--- config.mk ---
export PLATFORM = sky130hd
export DESIGN_NAME = load_store_unit
export DESIGN_NICKNAME = d
export VERILOG_FILES = /design/src/rtl/lsu_pkg.sv /design/src/rtl/lsu_load_align.sv /design/src/rtl/load_store_unit.sv
export SDC_FILE = /design/constraint.sdc
export NUM_CORES = 1
export LEC_CHECK = 0
export CAP_MARGIN = 20
export CORE_MARGIN = 3
export CORE_UTILIZATION = 45
export CTS_BUF_LIST = sky130_fd_sc_hd__clkbuf_4
export CTS_CLUSTER_SIZE = 24
export DETAILED_ROUTE_END_ITERATION = 8
export PLACE_DENSITY_LB_ADDON = 0.15
export SKIP_LAST_GASP = 1
export SYNTH_ARGS = -nofsm -noshare
export SYNTH_HDL_FRONTEND = slang
export SYNTH_SLANG_ARGS = --single-unit
--- constraint.sdc ---
create_clock -name clk -period 3.4 [get_ports clk]
set_input_delay 0.68 -clock clk [delete_from_list [all_inputs] [get_ports clk]]
set_output_delay 0.68 -clock clk [all_outputs]
set_load 0.05 [all_outputs]
--- src/rtl/lsu_pkg.sv ---
// Shared encodings, state type and lane helpers for the load/store unit.
package lsu_pkg;

    localparam int unsigned TimeoutCyclesDefault = 16;

    // RV32I width codes; stores reuse the low three (SB/SH/SW).
    localparam logic [2:0] Funct3Byte  = 3'd0;
    localparam logic [2:0] Funct3Half  = 3'd1;
    localparam logic [2:0] Funct3Word  = 3'd2;
    localparam logic [2:0] Funct3ByteU = 3'd4;
    localparam logic [2:0] Funct3HalfU = 3'd5;

    typedef enum logic [1:0] {
        StIdle,
        StAccess,
        StDone
    } lsu_state_e;

    // Byte enables for a width (funct3[1:0]) at a byte offset.
    function automatic logic [3:0] lane_be(input logic [1:0] size, input logic [1:0] addr_lo);
        logic [3:0] be;
        be = 4'b1111;
        case (size)
            2'd0:    be = 4'b0001 << addr_lo;
            2'd1:    be = addr_lo[1] ? 4'b1100 : 4'b0011;
            default: be = 4'b1111;
        endcase
        return be;
    endfunction

    // Replicate the store operand across every lane it could land in.
    function automatic logic [31:0] lane_wdata(input logic [1:0] size, input logic [31:0] data);
        logic [31:0] wdata;
        wdata = data;
        case (size)
            2'd0:    wdata = {4{data[7:0]}};
            2'd1:    wdata = {2{data[15:0]}};
            default: wdata = data;
        endcase
        return wdata;
    endfunction

    // Width code legal for the direction and address aligned to that width.
    function automatic logic access_legal(input logic       is_store,
                                          input logic [2:0] f3,
                                          input logic [1:0] addr_lo);
        logic f3_ok;
        logic aligned;
        if (is_store) begin
            f3_ok = (f3 == Funct3Byte) || (f3 == Funct3Half) || (f3 == Funct3Word);
        end else begin
            f3_ok = (f3 == Funct3Byte) || (f3 == Funct3Half) || (f3 == Funct3Word) ||
                    (f3 == Funct3ByteU) || (f3 == Funct3HalfU);
        end
        case (f3[1:0])
            2'd1:    aligned = ~addr_lo[0];
            2'd2:    aligned = (addr_lo == 2'b00);
            default: aligned = 1'b1;
        endcase
        return f3_ok & aligned;
    endfunction

endpackage

--- src/rtl/lsu_load_align.sv ---
// Selects the addressed byte/halfword lane of a read word and extends it.
module lsu_load_align
    import lsu_pkg::*;
(
    input  logic [2:0]  funct3_i,
    input  logic [1:0]  addr_lo_i,
    input  logic [31:0] rdata_i,
    output logic [31:0] data_o
);

    logic [7:0]  byte_lane;
    logic [15:0] half_lane;

    // Lane pick followed by sign or zero extension per width code.
    always_comb begin
        byte_lane = rdata_i[7:0];
        half_lane = rdata_i[15:0];
        data_o    = 32'h0;

        unique case (addr_lo_i)
            2'd0: byte_lane = rdata_i[7:0];
            2'd1: byte_lane = rdata_i[15:8];
            2'd2: byte_lane = rdata_i[23:16];
            2'd3: byte_lane = rdata_i[31:24];
        endcase

        if (addr_lo_i[1]) begin
            half_lane = rdata_i[31:16];
        end

        case (funct3_i)
            Funct3Byte:  data_o = {{24{byte_lane[7]}}, byte_lane};
            Funct3Half:  data_o = {{16{half_lane[15]}}, half_lane};
            Funct3Word:  data_o = rdata_i;
            Funct3ByteU: data_o = {24'h0, byte_lane};
            Funct3HalfU: data_o = {16'h0, half_lane};
            default:     data_o = 32'h0;
        endcase
    end

endmodule

--- src/rtl/load_store_unit.sv ---
// RV32I load/store unit: one bus transaction per core request with
// alignment/legality checks, a bus-ack timeout and load extension.
module load_store_unit
    import lsu_pkg::*;
#(
    parameter int unsigned TIMEOUT_CYCLES = TimeoutCyclesDefault
) (
    input  logic        clk,
    input  logic        reset,
    input  logic        mem_read,
    input  logic        mem_write,
    input  logic [2:0]  funct3,
    input  logic [31:0] address,
    input  logic [31:0] store_data,
    output logic [31:0] load_data,
    output logic        stall,
    output logic        fault,
    output logic        bus_req,
    output logic        bus_we,
    output logic [31:0] bus_addr,
    output logic [31:0] bus_wdata,
    output logic [3:0]  bus_be,
    input  logic [31:0] bus_rdata,
    input  logic        bus_ack
);

    localparam int unsigned CntW = (TIMEOUT_CYCLES > 1) ? $clog2(TIMEOUT_CYCLES) : 1;
    localparam logic [CntW-1:0] CntLast = CntW'(TIMEOUT_CYCLES - 1);

    lsu_state_e      state_q, state_d;
    logic [CntW-1:0] cnt_q, cnt_d;
    logic            fault_q, fault_d;
    logic [31:0]     load_data_q, load_data_d;
    logic [31:0]     bus_addr_q, bus_addr_d;
    logic            bus_we_q, bus_we_d;
    logic [3:0]      bus_be_q, bus_be_d;
    logic [31:0]     bus_wdata_q, bus_wdata_d;
    logic [2:0]      funct3_q, funct3_d;
    logic [1:0]      addr_lo_q, addr_lo_d;

    logic            req_any;
    logic            req_legal;
    logic [31:0]     load_word;

    assign req_any   = mem_read | mem_write;
    assign req_legal = ~(mem_read & mem_write) & access_legal(mem_write, funct3, address[1:0]);

    lsu_load_align u_load_align (
        .funct3_i  (funct3_q),
        .addr_lo_i (addr_lo_q),
        .rdata_i   (bus_rdata),
        .data_o    (load_word)
    );

    // State register and captured transaction fields.
    always_ff @(posedge clk) begin
        if (reset) begin
            state_q     <= StIdle;
            cnt_q       <= '0;
            fault_q     <= 1'b0;
            load_data_q <= 32'h0;
            bus_addr_q  <= 32'h0;
            bus_we_q    <= 1'b0;
            bus_be_q    <= 4'h0;
            bus_wdata_q <= 32'h0;
            funct3_q    <= 3'h0;
            addr_lo_q   <= 2'h0;
        end else begin
            state_q     <= state_d;
            cnt_q       <= cnt_d;
            fault_q     <= fault_d;
            load_data_q <= load_data_d;
            bus_addr_q  <= bus_addr_d;
            bus_we_q    <= bus_we_d;
            bus_be_q    <= bus_be_d;
            bus_wdata_q <= bus_wdata_d;
            funct3_q    <= funct3_d;
            addr_lo_q   <= addr_lo_d;
        end
    end

    // Next-state: accept or reject in IDLE, wait for ack or timeout in ACCESS.
    always_comb begin
        state_d     = state_q;
        cnt_d       = cnt_q;
        fault_d     = 1'b0;
        load_data_d = load_data_q;
        bus_addr_d  = bus_addr_q;
        bus_we_d    = bus_we_q;
        bus_be_d    = bus_be_q;
        bus_wdata_d = bus_wdata_q;
        funct3_d    = funct3_q;
        addr_lo_d   = addr_lo_q;

        unique case (state_q)
            StIdle: begin
                if (req_any) begin
                    if (req_legal) begin
                        state_d     = StAccess;
                        cnt_d       = '0;
                        bus_addr_d  = {address[31:2], 2'b00};
                        bus_we_d    = mem_write;
                        bus_be_d    = lane_be(funct3[1:0], address[1:0]);
                        bus_wdata_d = mem_write ? lane_wdata(funct3[1:0], store_data) : 32'h0;
                        funct3_d    = funct3;
                        addr_lo_d   = address[1:0];
                    end else begin
                        // Rejected without touching the bus.
                        state_d     = StDone;
                        fault_d     = 1'b1;
                        load_data_d = 32'h0;
                    end
                end
            end
            StAccess: begin
                if (bus_ack) begin
                    state_d     = StDone;
                    cnt_d       = '0;
                    bus_we_d    = 1'b0;
                    load_data_d = bus_we_q ? 32'h0 : load_word;
                end else if (cnt_q == CntLast) begin
                    state_d     = StDone;
                    cnt_d       = '0;
                    bus_we_d    = 1'b0;
                    fault_d     = 1'b1;
                    load_data_d = 32'h0;
                end else begin
                    cnt_d = cnt_q + 1'b1;
                end
            end
            StDone: begin
                // Never re-examine the request here; the core advances this cycle.
                state_d = StIdle;
            end
            default: begin
                state_d = StIdle;
            end
        endcase
    end

    // Stall is combinational so the core freezes in the cycle the request appears.
    always_comb begin
        stall = 1'b0;
        unique case (state_q)
            StIdle:   stall = req_any;
            StAccess: stall = 1'b1;
            StDone:   stall = 1'b0;
            default:  stall = 1'b0;
        endcase
    end

    assign bus_req   = (state_q == StAccess);
    assign bus_we    = bus_we_q;
    assign bus_addr  = bus_addr_q;
    assign bus_be    = bus_be_q;
    assign bus_wdata = bus_wdata_q;
    assign fault     = fault_q;
    assign load_data = load_data_q;

endmodule

==> flow_summary_export.csv <==
group,metric,value,unit
hold_path,hold-path-cell-count,1,
clocking,cts_hold_buf,0,
grt,grt_overflow,0,
clocking,cts-htree-levels,3,
logic_synthesis,seq_area_frac_synth,0.417,
logic_synthesis,ys_async_sr_fraction,0,
logic_synthesis,synth_area_leaders,"dfxtp_1 (42%), mux2i_1 (5.1%), o31ai_1 (4.9%)",
clocking,clock_path_buffers,2,
flow_run,max_cap_violations,0,
power_and_ir_drop,leakagePower,2.64,nW
critical_path,cp_top_family,"buffers and inverters",
final_layout,syn2layout_area_growth,43.0,%
status,run_status,"complete, no violations",
floorplan,core,11500,sq um
critical_path,crit_path_max_incr_delay,0.87,ns
floorplan,start_util,0.463,
final_layout,finalNonFillerCells,898,
hold_path,hp-class,"reg2reg",
logic_synthesis,yosys_register_bits,111,
drt,num_vias,5400,
timing,drv_slew,0,
clocking,cts_root_buffer,"clkbuf_4",
critical_path,start_kind,"register",
timing,timing.final.crit_share,0.793,
final_layout,nNetsFinal,858,
logic_synthesis,synthFlopType,"dfxtp_1",
final_layout,finish.utilization,0.663,
logic_synthesis,syn_avg_cell_area,9.32,sq um
timing,grt_setup_unrepaired,"false",
critical_path,cp_max_fo,7,
timing,setup_viol,0,
drt,routedWlPerCell,18.7,um
critical_path,worstPathArrival,2.02,ns
floorplan,die_area,13200,sq um
place,dp.cells,882,
drt,routed_wl,16.8,mm
timing,fin_tns_setup,0,ns
logic_synthesis,synth_cell_types,56,
timing,finalHoldViolations,0,
critical_path,crit_type,"reg2out",
grt,grt_pass1_wl,26.3,mm
place,gp_congestion,0.849,
floorplan,fp.dieH,115,um
logic_synthesis,yosysTopAreaCell,"dfxtp_1",
grt,first_global_vias,5237,
logic_synthesis,synth_top_area_frac,0.417,
grt,antenna_found_initial,0,
power_and_ir_drop,p_per_area,378,nW/um^2
timing,finalClockSkew,0.0160,ns
critical_path,path_buf_inv,1,
critical_path,cp-end-kind,"output port",
clocking,cts_tree,"done",
place,dpl.hpwl,12.3,mm
logic_synthesis,synthCells,572,
clocking,clk_latency,0.46,ns
critical_path,cp_data_required_time,2.72,ns
timing,slew_headroom,0.508,
power_and_ir_drop,peakVddDrop,0.000226,V
clocking,cts_sinks,111,
grt,grt_max_degree,42,
floorplan,rows,39,
clocking,cts_setup_buffers,0,
timing,hold-worst-slack,0.480,ns
clocking,path_clk_slew,0.16,ns
drt,vias_per_cell,6.01,
drt,drt-pass1-iter-count,5,
timing,fmax,371,MHz
place,numPortBuffers,205,
clocking,postCtsResizedCells,0,
logic_synthesis,synth-edff-count,0,
place,place_area,7460,sq um
timing,period_needed,2.70,ns
final_layout,final_area,7630,sq um
floorplan,boundaryPins,208,
critical_path,path_cells,"and2b_1, clkdlybuf4s50_1",
final_layout,n_antenna_cell,0,
drt,drt_iter0_drc,435,
drt,remaining_drc_errors,0,
critical_path,cpMaxStageDelayCell,"clkdlybuf4s50_1",
critical_path,worst-path-stages,2,
grt,grtUsageTotal,0.244,
logic_synthesis,ys_warn_count,0,
critical_path,ff2ff_path_depth,6,
timing,worst_slew_pin_slew,0.735,ns
logic_synthesis,netlist_area,5330,sq um
floorplan,die_w,115,um
clocking,numCtsBuffers,9,
drt,antenna_left,0,
final_layout,layout-drive-gt1-share,0.0808,
## area by class of cell
type | count | area (sq um)
fillers | 965 | 3890
multi-input cells | 398 | 2820
repair buffers | 228 | 2230
flip-flops and latches | 111 | 2220
well taps | 143 | 179
clock inverters | 7 | 101
clock buffers | 9 | 67.6
inverters | 2 | 7.51
## final timing paths
path	from	slack, ns	endpoint
worst min-delay path	load_data[1]$_SDFFE_PP0P_	0.48	load_data[1]$_SDFFE_PP0P_
worst min register to register	load_data[1]$_SDFFE_PP0P_	0.48	load_data[1]$_SDFFE_PP0P_
worst max register to register	cnt_q[0]$_SDFFE_PP0P_	1.32	load_data[30]$_SDFFE_PP0P_
worst max-delay path	state_q[1]$_SDFFE_PP0P_	0.70	bus_req
## cell usage after synthesis (all sizes together), types with 2 or more instances
cell     count
o2bb2ai     28
a211oi       4
o21ai       25
mux2         8
o21bai       2
ha           4
nor3b        3
a22o        29
a2bb2oi      7
nor2        23
a22oi        9
a221oi      10
nand4       37
dfxtp      111
nand2       28
a21oi       47
inv          2
buf         29
nor3         4
a311oi       6
a31oi        7
nor2b       10
mux2i       27
o31ai       35
a21o         2
clkbuf      33
o211ai       7
nand3        5
nand2b      11
## routing by layer
| layer | global-route usage | share of wire | wire length (um) | vias to the layer above |
|---|---|---|---|---|
| met5 | 0 | 0 | 0 | - |
| met4 | 0.0876 | 0.023 | 392 | 0 |
| met2 | 0.414 | 0.48 | 8140 | 266 |
| li1 | - | - | - | 2561 |
| met1 | 0.309 | 0.42 | 7040 | 2541 |
| met3 | 0.0489 | 0.073 | 1220 | 32 |
## sequential cells by signal, indices dropped and copies added, names as in the netlist
register / cells
fault: 1
load_data: 32
state_q: 2
bus_addr: 30
addr_lo_q: 2
funct3_q: 3
bus_we: 1
cnt_q: 4
bus_wdata: 32
bus_be: 4
## report_power, final
group / leakage (nW) / internal, mW / switching, mW
sequential: 0.898 / 1.34 / 0.0304
combinational: 1.65 / 0.299 / 0.459
clock: 0.0905 / 0.308 / 0.446
## kinds of logic (layout without fill, tap and decap cells)
logic type / Yosys count / in the layout / share of synthesized area
AO/OA/AOI/OAI: 223 / 223 / 0.305
adder cells (fa/ha/maj): 4 / 4 / 0.00938
buffers and inverters: 64 / 246 / 0.0568
flip-flops: 111 / 111 / 0.417
multiplexers: 36 / 36 / 0.0718
other: 1 / 2 / 0.000703
AND/OR/NAND/NOR: 133 / 133 / 0.139
## cells in the final DEF (no fill, tap or decap), types with 4 or more instances in the layout
cell and n:
o21ai_0 24, ha_1 4, clkbuf_4 9, o31ai_1 35, nand3_1 5, nor2b_1 10
nand4_1 37, nor2_1 23, clkdlybuf4s50_1 203, o2bb2ai_1 28, a211oi_1 4, a221oi_1 9
a311oi_1 6, o211ai_1 7, buf_4 23, a21oi_1 47, nand2b_1 11, a22oi_1 9
mux2i_1 27, a2bb2oi_1 7, dfxtp_1 111, nand2_1 28, a31oi_1 6, a22o_1 29
mux2_2 8
## stage by stage
| stage | total power [mW] | worst slack (ns) |
|---|---|---|
| after floorplan | 1.85 | 0.608 |
| after global placement | 2.13 | 0.388 |
| after detailed placement | 2.15 | 0.235 |
| after CTS | 2.90 | 0.686 |
| after global routing | 3.01 | 0.562 |
| final | 2.89 | 0.703 |
No activity file was read; power rests on OpenSTA's default activity.
